**config.mk**
```make
export PLATFORM = sky130hd
export DESIGN_NAME = mem_rr_multiport
export DESIGN_NICKNAME = d
export VERILOG_FILES = /design/src/rtl/mem_rr_multiport.sv
export SDC_FILE = /design/constraint.sdc
export NUM_CORES = 1
export LEC_CHECK = 0
export BUFFER_PORTS_ARGS = -buffer_cell sky130_fd_sc_hd__buf_2
export CORE_MARGIN = 5
export CORE_UTILIZATION = 40
export DETAILED_ROUTE_END_ITERATION = 7
export PLACE_DENSITY_LB_ADDON = 0.25
export SLEW_MARGIN = 20
export SYNTH_ARGS = -nofsm -noshare
export SYNTH_HDL_FRONTEND = slang
export SYNTH_SLANG_ARGS = --single-unit
export TNS_END_PERCENT = 5
```
**constraint.sdc**
```tcl
create_clock -name Clock -period 9.73 [get_ports Clock]
set_input_delay 1.946 -clock Clock [delete_from_list [all_inputs] [get_ports Clock]]
set_output_delay 1.946 -clock Clock [all_outputs]
set_load 0.03 [all_outputs]
```
**src/rtl/mem_rr_multiport.sv**
```systemverilog
// Single-port RAM shared by NUM_RD read channels and one write channel.
// A round-robin arbiter grants at most one req/ack access per cycle.
module mem_rr_multiport #(
    parameter int DATA_WIDTH = 8,
    parameter int ADDR_WIDTH = 4,
    parameter int MEM_DEPTH  = 16,
    parameter int NUM_RD     = 2
) (
    input  logic                           Clock,
    input  logic                           Reset,
    input  logic                           iWrReq,
    input  logic [ADDR_WIDTH-1:0]          iWrAddr,
    input  logic [DATA_WIDTH-1:0]          iWrData,
    output logic                           oWrAck,
    input  logic [NUM_RD-1:0]              iRdReq,
    input  logic [NUM_RD*ADDR_WIDTH-1:0]   iRdAddr,
    output logic [NUM_RD-1:0]              oRdAck,
    output logic [NUM_RD-1:0]              oRdValid,
    output logic [NUM_RD*DATA_WIDTH-1:0]   oRdData,
    output logic                           oAddrErr
);

    localparam int N     = NUM_RD + 1;
    localparam int PTR_W = $clog2(N);
    localparam logic [ADDR_WIDTH:0] DEPTH_L = (ADDR_WIDTH + 1)'(MEM_DEPTH);

    logic [DATA_WIDTH-1:0]        mem_q [MEM_DEPTH];
    logic [N-1:0]                 req;
    logic [PTR_W-1:0]             ptr_q, ptr_d, gnt_idx;
    logic                         gnt_vld;
    logic [ADDR_WIDTH-1:0]        gnt_addr;
    logic                         addr_ok;
    logic [NUM_RD-1:0]            rd_ack;
    logic                         wr_ack;
    logic [NUM_RD-1:0]            rd_vld_q, rd_vld_d;
    logic [NUM_RD*DATA_WIDTH-1:0] rd_data_q, rd_data_d;

    assign req = {iWrReq, iRdReq};

    // Scan upward from ptr_q with wrap at N; the first active requestor wins.
    always_comb begin
        logic [PTR_W:0]   sum;
        logic [PTR_W-1:0] idx;
        gnt_vld = 1'b0;
        gnt_idx = '0;
        sum     = '0;
        idx     = '0;
        for (int i = 0; i < N; i++) begin
            sum = {1'b0, ptr_q} + (PTR_W + 1)'(i);
            if (sum >= (PTR_W + 1)'(N)) sum = sum - (PTR_W + 1)'(N);
            idx = sum[PTR_W-1:0];
            if (!gnt_vld && req[idx]) begin
                gnt_vld = 1'b1;
                gnt_idx = idx;
            end
        end
    end

    always_comb begin
        gnt_addr = iWrAddr;
        for (int k = 0; k < NUM_RD; k++) begin
            if (gnt_idx == PTR_W'(k)) gnt_addr = iRdAddr[k*ADDR_WIDTH +: ADDR_WIDTH];
        end
        addr_ok = ({1'b0, gnt_addr} < DEPTH_L);
        wr_ack  = gnt_vld && !Reset && (gnt_idx == PTR_W'(NUM_RD));
        for (int k = 0; k < NUM_RD; k++) begin
            rd_ack[k] = gnt_vld && !Reset && (gnt_idx == PTR_W'(k));
        end
    end

    always_comb begin
        ptr_d = ptr_q;
        if (gnt_vld) ptr_d = (gnt_idx == PTR_W'(N - 1)) ? '0 : gnt_idx + 1'b1;
        rd_vld_d  = rd_ack;
        rd_data_d = rd_data_q;
        for (int k = 0; k < NUM_RD; k++) begin
            if (rd_ack[k]) begin
                rd_data_d[k*DATA_WIDTH +: DATA_WIDTH] = addr_ok ? mem_q[gnt_addr] : '0;
            end
        end
    end

    always_ff @(posedge Clock or posedge Reset) begin
        if (Reset) begin
            ptr_q     <= '0;
            rd_vld_q  <= '0;
            rd_data_q <= '0;
        end else begin
            ptr_q     <= ptr_d;
            rd_vld_q  <= rd_vld_d;
            rd_data_q <= rd_data_d;
        end
    end

    // RAM contents deliberately survive reset; out-of-range writes are dropped.
    always_ff @(posedge Clock) begin
        if (wr_ack && addr_ok) mem_q[iWrAddr] <= iWrData;
    end

    assign oWrAck   = wr_ack;
    assign oRdAck   = rd_ack;
    assign oRdValid = rd_vld_q;
    assign oRdData  = rd_data_q;
    assign oAddrErr = gnt_vld && !Reset && !addr_ok;

endmodule

```
==> flow_metrics.tcl, run 1 <==
set metrics [dict create \
    stdcell_area_um2 7541 \
    slew_violations 0 \
    crit_fanout 11 \
    antenna_found_initial 0 \
    htree_levels 4 \
    pin_count 47 \
    drt-total-wl_mm 15.57 \
    yosysUniqueCellTypes 62 \
    die-area_um2 18890 \
    syn-instance-count 451 \
    maxCapViolCount 0 \
    slowest_stage "or3_1" \
    critical_path_class "in2out" \
    worstRegToRegCells 10 \
    leakagePower_nw 2.701 \
    core_area_um2 15890 \
    layout-drive-gt1-share_pct 21.40 \
    path_common_cell "buf_2" \
    port_buffers 45 \
    syn_area_per_cell_um2 14.40 \
    skew_ps 16.99 \
    die_w_um 137.4 \
    via_per_inst 5.560 \
    peakVddDrop_uv 176.2 \
    min_period_ps 5906 \
    cts_resized 0 \
    area.growth.synth_to_final_pct 16.10 \
    fin_cells 730 \
    cts_tree "done" \
    drt-initial-drc-count 333 \
    die_h_um 137.4 \
    dp_slack_ps 3857 \
    grt_start_max_net_pins 27 \
    wl_per_cell_um 21.33 \
    first_global_vias 4150 \
    hold_viol_final 0 \
    crit_chain "buf_2, mux2i_1, nor2_1, or4b_4, nand3_1, or3_1, inv_1, buf_2" \
    ys_warn_count 0 \
    gp_congestion 0.8503 \
    whs_path_depth 2 \
    tightest_slew_ps 1028 \
    synth_top_flop_cell "edfxtp_1" \
    placed_cell_area_um2 6925 \
    numClockSinks 148 \
    overflow 0 \
    track_usage_pct 17.56 \
    post_cts_buffers 0 \
    ys_seq_area_share_pct 66.88 \
    rows 46 \
    clockBufferDepth 2 \
    status "complete, no violations" \
    max_freq_ghz 0.1693 \
    rsz0062_at_grt "false" \
    synth.net_count 480 \
    endpoint_kind "output port" \
    setup_tns_ps 0 \
    first_pass_iters 5 \
    slew_headroom_pct 31.44 \
    cts_hold_buf 0 \
    postRouteAntennaNets 0 \
    path_clk_slew_ps 60 \
    drcViolationCount 0 \
    ys_ff_latch 148 \
    synthArstFlopShare_pct 13.51 \
    root_buffer "clkbuf_16" \
    grt_first_pass_wirelength_mm 23.99 \
    nets 530 \
    clk_latency_ps 430 \
    setup_slack_ps 3824 \
    dp_hpwl_mm 10.66 \
    dp_cells 698 \
    num_antenna_cells 0 \
    cts_buffers 17 \
    arrival_ps 3960 \
    powerDensity_nw_per_um2 367.9 \
    start_kind "primary input" \
    setup-violations-final 0 \
    start_util_pct 40.89 \
    hold_class "reg2reg" \
    final_min_period_over_clock_period_pct 60.69 \
    cp_slowest_stage_delay_ps 600 \
    worstPathRequired_ps 7780 \
    syn-cell-area_um2 6495 \
    synth_edf_count 128 \
    vias 4059 \
]
[logic make-up after synthesis]
kind of cell    after synthesis  share of synthesized area (%)
compound gates               95                          12.60
fa+ha+maj                     4                         0.7706
buf+inv                      33                          2.697
flops                       148                          66.89
mux                          44                          6.974
other cells                   1                        0.05774
simple gates                126                          10.02
[state kept, by name, indices dropped and copies added, names as in the netlist]
name and flops:
ptr_q 2, oRdValid 2, mem_q 128, oRdData 16
[through the flow]
stage	hold WS [ps]	total power [mW]	utilization, %
global route	536.2	2.926	47.47
detailed placement	490.4	2.113	43.60
global placement	495.8	2.097	43.60
finish	500.7	2.774	47.47
floorplan	496.6	1.785	-
CTS	504.1	2.792	47.47
[area by class of cell]
class | instances | area (um^2)
clock inverter | 14 | 186.4
timing repair buffer | 51 | 270.3
clock buffer | 18 | 429.2
fill | 1422 | 8344
multi-input combinational | 270 | 1992
sequential | 148 | 4344
tap | 216 | 270.3
inverter | 13 | 48.80
[worst max-delay path: cells and delay by family]
family | cells | cell delay [ps]
buffers and inverters | 3 | 570
muxes | 1 | 90
and+or+nand+nor | 4 | 1350
[worst paths after layout]
| check | to | slack [ps] | startpoint |
|---|---|---|---|
| min in group asynchronous | oRdData[2] | 1700 | Reset |
| hold reg to reg | oRdData[3] | 500 | oRdData[3] |
| setup reg to reg | oRdData[11] | 5540 | ptr_q[0] |
| hold / removal | oRdData[3] | 500 | oRdData[3] |
| setup / recovery | oRdAck[0] | 3820 | iRdReq[1] |
| max in group asynchronous | oRdData[4] | 7510 | Reset |
[cells in the final DEF (no fill, tap or decap), types with 14 or more instances in the layout]
| cell type | netlist | layout |
|---|---|---|
| nand2_1 | 38 | 38 |
| a22oi_1 | 14 | 14 |
| a211oi_1 | 17 | 17 |
| clkbuf_16 | 0 | 17 |
| edfxtp_1 | 128 | 128 |
| o21a_1 | 19 | 19 |
| nand3_1 | 19 | 19 |
| dfrtp_1 | 20 | 20 |
| nor2_1 | 24 | 24 |
| buf_2 | 8 | 45 |
| mux2i_1 | 36 | 36 |
[where the power goes]
part | internal [mW] | leakage (nW) | switching, mW
combinational | 0.475 | 1.01 | 0.848
sequential | 0.741 | 1.40 | 0.0344
clock | 0.427 | 0.291 | 0.249
total | 1.64 | 2.70 | 1.13
[metal layers]
layer,routed length (um),GRT usage (%)
met3,1019,4.565
met2,7199,27.17
met4,331,6.652
met1,7021,23.83
met5,0,0
[cell usage after synthesis (7+ instances only)]
library cell  number  area, um^2
and3_1             7       43.79
mux2i_1           36       360.4
o21a_1            19       142.6
nand4_1            7       43.79
nand2_1           38       142.6
nor2_1            24       90.09
dfrtp_1           20       500.5
edfxtp_1         128        3844
buf_2              8       40.04
inv_1             12       45.04
a22oi_1           14       105.1
a211oi_1          17       127.6
nand3_1           19       95.09
Note: power is estimated with default switching activity, not from simulation.
==> run 2: changes to the inputs <==
==> constraint.sdc (replaced) <==
create_clock -name Clock -period 4.82 [get_ports Clock]
set_input_delay 0.964 -clock Clock [delete_from_list [all_inputs] [get_ports Clock]]
set_output_delay 0.964 -clock Clock [all_outputs]
set_load 0.03 [all_outputs]
==> flow_metrics.tcl, run 2 (synthesis results as in run 1) <==
set metrics [dict create \
    setup_tns_ps 0 \
    power.internal_mw 3.222 \
    clockBufferDepth 2 \
    drt-initial-drc-count 323 \
    net-switching-power_mw 2.247 \
    root_buffer "clkbuf_16" \
    die_h_um 137.4 \
    dp_hpwl_mm 11.06 \
    htree_levels 4 \
    power_mw 5.469 \
    slew_headroom_pct 30.17 \
    top_register "mem_q" \
    dp_slack_ps 642.4 \
    fin_cells 736 \
    antenna_found_initial 0 \
    min_period_ps 4359 \
    skew_ps 11.17 \
    critical_path_class "reg2out" \
    pwr-share-seq_pct 28.5 \
    grt_start_max_net_pins 23 \
    use_met1_pct 24.25 \
    first_pass_iters 5 \
    first_global_vias 4106 \
    area.growth.synth_to_final_pct 16.03 \
    nets 536 \
    leakagePower_nw 2.722 \
    rows 46 \
    max_freq_ghz 0.2294 \
    stdcell_area_um2 7536 \
    die_w_um 137.4 \
    crit_fanout 11 \
    setup-violations-final 0 \
    start_kind "flop" \
    overflow 0 \
    die-area_um2 18890 \
    cts_buffers 17 \
    clk_latency_ps 420 \
    postRouteAntennaNets 0 \
    layout-drive-gt1-share_pct 22.12 \
    tightest_slew_ps 1044 \
    numClockSinks 148 \
    num_antenna_cells 0 \
    top_usage_layer "met2" \
    final_common_cell "edfxtp_1" \
    switching_share_pct 41.09 \
    core_area_um2 15890 \
    p_clk_share_pct 23.1 \
    cts_tree "done" \
    largest_reg_flops 128 \
    vias 4043 \
    endpoint_kind "output port" \
    dp_cells 704 \
    rsz0062_at_grt "false" \
    wl_per_cell_um 21.16 \
    final_min_period_over_clock_period_pct 90.44 \
    arrival_ps 3400 \
    start_util_pct 40.89 \
    drcViolationCount 0 \
    layout_common_cells "edfxtp_1 (128), buf_2 (45), nand2_1 (38), mux2i_1 (36), nor2_1 (24)" \
    setup_slack_ps 460.6 \
    maxCapViolCount 0 \
    hold_class "reg2reg" \
    slew_violations 0 \
    cts_hold_buf 0 \
    grt_util_met3_pct 4.894 \
    post_cts_buffers 0 \
    use_met2_pct 27.41 \
    gp_congestion 0.8902 \
    peakVddDrop_uv 321.0 \
    grt_first_pass_wirelength_mm 24.18 \
    status "complete, no violations" \
    track_usage_pct 17.59 \
    pin_count 47 \
    port_buffers 45 \
    drt-total-wl_mm 15.58 \
    worstPathRequired_ps 3860 \
    via_per_inst 5.493 \
    placed_cell_area_um2 6960 \
    cts_resized 0 \
    powerDensity_nw_per_um2 725.8 \
    path_clk_slew_ps 60 \
    hold_viol_final 0 \
    comb_power_share_pct 48.4 \
]
-- run 2: critical path, stage by stage, from the launching register on --
cell       delay (ps)
dfrtp_1           430
inv_1             110
ha_1              350
inv_1             180
a2111oi_0         610
o21ai_0           320
nand3_1           210
or3_1             430
inv_1             130
buf_2             210
-- run 2: metrics by stage --
step / hold WS (ps) / util [%]
6_report: 507.5 / 47.44
3_5_place_dp: 492.8 / 43.82
5_1_grt: 530.4 / 47.44
2_1_floorplan: 496.6 / -
4_1_cts: 509.9 / 47.44
3_3_place_gp: 482.0 / 43.82
-- run 2: power groups by stage --
| stage | combinational (mW) | sequential (mW) | clock, mW |
|---|---|---|---|
| global route | 2.88 | 1.57 | 1.35 |
| floorplan | 1.89 | 1.71 | 0 |
| CTS | 2.65 | 1.56 | 1.28 |
| detailed placement | 2.64 | 1.59 | 0 |
| finish | 2.65 | 1.56 | 1.26 |
| global placement | 2.62 | 1.58 | 0 |
-- run 2: layout make-up --
type	count	area, um^2
well taps	216	270.3
flip-flops and latches	148	4344
clock buffers	23	510.5
repair buffers	57	315.3
clock inverters	9	65.06
fillers	1430	8349
inverters	13	48.80
multi-input cells	270	1982
-- run 2: per-layer routing --
layer | routed length [um] | up-vias
li1 | - | 1888
met1 | 7067 | 2013
met2 | 7426 | 124
met3 | 868 | 18
met4 | 214 | 0
met5 | 0 | -
-- run 2: worst paths after layout --
kind,startpoint,to,cells after the start,slack (ps)
hold reg to reg,oRdData[0],oRdData[0],2,510
setup reg to reg,ptr_q[1],oRdData[10],12,810
max in group asynchronous,Reset,oRdData[7],3,3980
min in group asynchronous,Reset,oRdData[11],3,590
hold / removal,oRdData[0],oRdData[0],2,510
setup / recovery,ptr_q[0],oRdAck[0],9,460
==> run 3: changes to the inputs <==
--- a/config.mk
+++ b/config.mk
@@ -6,8 +6,9 @@
 export NUM_CORES = 1
 export LEC_CHECK = 0
 export BUFFER_PORTS_ARGS = -buffer_cell sky130_fd_sc_hd__buf_2
+export CORE_ASPECT_RATIO = 1.5
 export CORE_MARGIN = 5
-export CORE_UTILIZATION = 40
+export CORE_UTILIZATION = 54
 export DETAILED_ROUTE_END_ITERATION = 7
 export PLACE_DENSITY_LB_ADDON = 0.25
 export SLEW_MARGIN = 20
==> flow_metrics.tcl, run 3 (synthesis results as in run 1) <==
set metrics [dict create \
    pwr-share-seq_pct 27.1 \
    cts_resized 0 \
    overflow 0 \
    post_cts_buffers 0 \
    path_clk_slew_ps 60 \
    gp_congestion 0.9431 \
    hold_viol_final 0 \
    antenna_found_initial 0 \
    whs_path_depth 2 \
    die_w_um 99.55 \
    peakVddDrop_uv 453.3 \
    powerDensity_nw_per_um2 759.6 \
    setup_tns_ps 0 \
    cp_slowest_stage_delay_ps 650 \
    drcViolationCount 0 \
    die_h_um 144.3 \
    vias 4208 \
    clk_latency_ps 420 \
    start_kind "flop" \
    grt_start_max_net_pins 22 \
    top_register "mem_q" \
    slew_violations 0 \
    track_usage_pct 23.21 \
    crit_chain "inv_1, ha_1, inv_1, a2111oi_0, o21ai_0, nand3_1, or3_1, inv_1, buf_2" \
    reg2reg_from "ptr_q[1]" \
    num_antenna_cells 0 \
    final_common_cell "edfxtp_1" \
    endpoint_kind "output port" \
    via_per_inst 6.234 \
    tightest_slew_ps 1046 \
    numClockSinks 148 \
    min_to "oRdData[0]" \
    slowest_stage "a2111oi_0" \
    layout-drive-gt1-share_pct 22.41 \
    first_global_vias 4283 \
    start_util_pct 54.61 \
    setup-violations-final 0 \
    comb_power_share_pct 47.5 \
    net-switching-power_mw 2.303 \
    clockBufferDepth 2 \
    grt_first_pass_wirelength_mm 24.18 \
    rsz0062_at_grt "false" \
    wl_per_cell_um 23.48 \
    layout_common_cells "edfxtp_1 (128), buf_2 (45), nand2_1 (38), mux2i_1 (36), nor2_1 (24)" \
    slew_headroom_pct 30.02 \
    drt-initial-drc-count 302 \
    cp_num_buf_inv 4 \
    multi_input_area_um2 1982 \
    seqCellArea_um2 4344 \
    area.growth.synth_to_final_pct 16.32 \
    maxCapViolCount 0 \
    setup_slack_ps 437.8 \
    die-area_um2 14370 \
    cts_hold_buf 0 \
    r2r_end "oRdData[3]" \
    status "complete, no violations" \
    worstRegToRegCells 11 \
    min_from "oRdData[0]" \
    worstPathRequired_ps 3860 \
    nFillCells 902 \
    rows 49 \
    dp_hpwl_mm 10.99 \
    htree_levels 4 \
    cts_tree "done" \
    min_period_ps 4382 \
    crit_family "compound AO/OA/AOI/OAI gates" \
    root_buffer "clkbuf_16" \
    port_buffers 45 \
    hold_class "reg2reg" \
    dp_slack_ps 467.2 \
    first_pass_iters 5 \
    drt-total-wl_mm 15.85 \
    postRouteAntennaNets 0 \
    leakagePower_nw 2.767 \
    power.internal_mw 3.435 \
    skew_ps 6.340 \
    path_common_cell "inv_1" \
    cts_buffers 17 \
    cp-startpoint "ptr_q[0]" \
    final_min_period_over_clock_period_pct 90.92 \
    r2r_slack_ps 640 \
    switching_share_pct 40.14 \
    nets 538 \
    critical_path_class "reg2out" \
    p_clk_share_pct 25.4 \
    max_freq_ghz 0.2282 \
    crit_fanout 11 \
    arrival_ps 3420 \
    largest_reg_flops 128 \
    core_area_um2 11890 \
    pin_count 47 \
]
[run 3: cell count changes in the layout (fill, tap and decap cells not counted)]
cell	before	now
clkinv_2	2	1
inv_6	1	3
inv_4	2	0
clkinv_4	3	1
clkbuf_16	19	17
buf_4	12	14
bufinv_16	0	5
[run 3: how the worst max path moves through the flow]
stage,to,slack (ps),cells past startpoint
2_1_floorplan,mem_q[0][0],1070,7
3_3_place_gp,oRdData[7],610,11
3_5_place_dp,oRdData[15],470,11
4_1_cts,oRdAck[0],430,9
5_1_grt,oRdAck[0],80,9
6_report,oRdAck[0],440,9
[run 3: worst min-delay path: cells and delay by family (launching register included)]
kind            cells  cell delay (ps)
simple gates        1               70
flops               1              350
compound gates      1               70
[run 3: final cells by class]
| class | count | area share (%) |
|---|---|---|
| clock buffers | 21 | 6.095 |
| clock inverters | 11 | 2.617 |
| flip-flops and latches | 148 | 57.50 |
| repair buffers | 59 | 4.372 |
| well taps | 153 | 2.534 |
| inverters | 13 | 0.6459 |
| multi-input cells | 270 | 26.23 |
[run 3: metrics by stage]
step	power [mW]	util (%)	cells	area [um^2]	hold WS [ps]
after floorplan	3.604	-	451	6495	496.6
after global placement	4.213	57.98	643	6897	481.3
after detailed placement	4.285	57.98	643	6897	498.6
after CTS	5.745	63.52	675	7555	515.2
after global routing	6.014	63.52	675	7555	536.9
final	5.738	63.52	675	7555	513.9
[run 3: metal layers]
metal	routed length, um	global-route usage (%)	vias to the layer above
met2	8050	39.16	179
met1	6097	27.45	2104
met4	760	13.09	0
met3	939	5.164	42
met5	0	0	-
li1	-	-	1883
[run 3: power by group through the flow]
stage	clock, mW	sequential [mW]	combinational (mW)
after floorplan	0	1.71	1.89
after global routing	1.52	1.57	2.92
final	1.45	1.56	2.73
after global placement	0	1.58	2.63
after CTS	1.47	1.56	2.72
after detailed placement	0	1.58	2.70
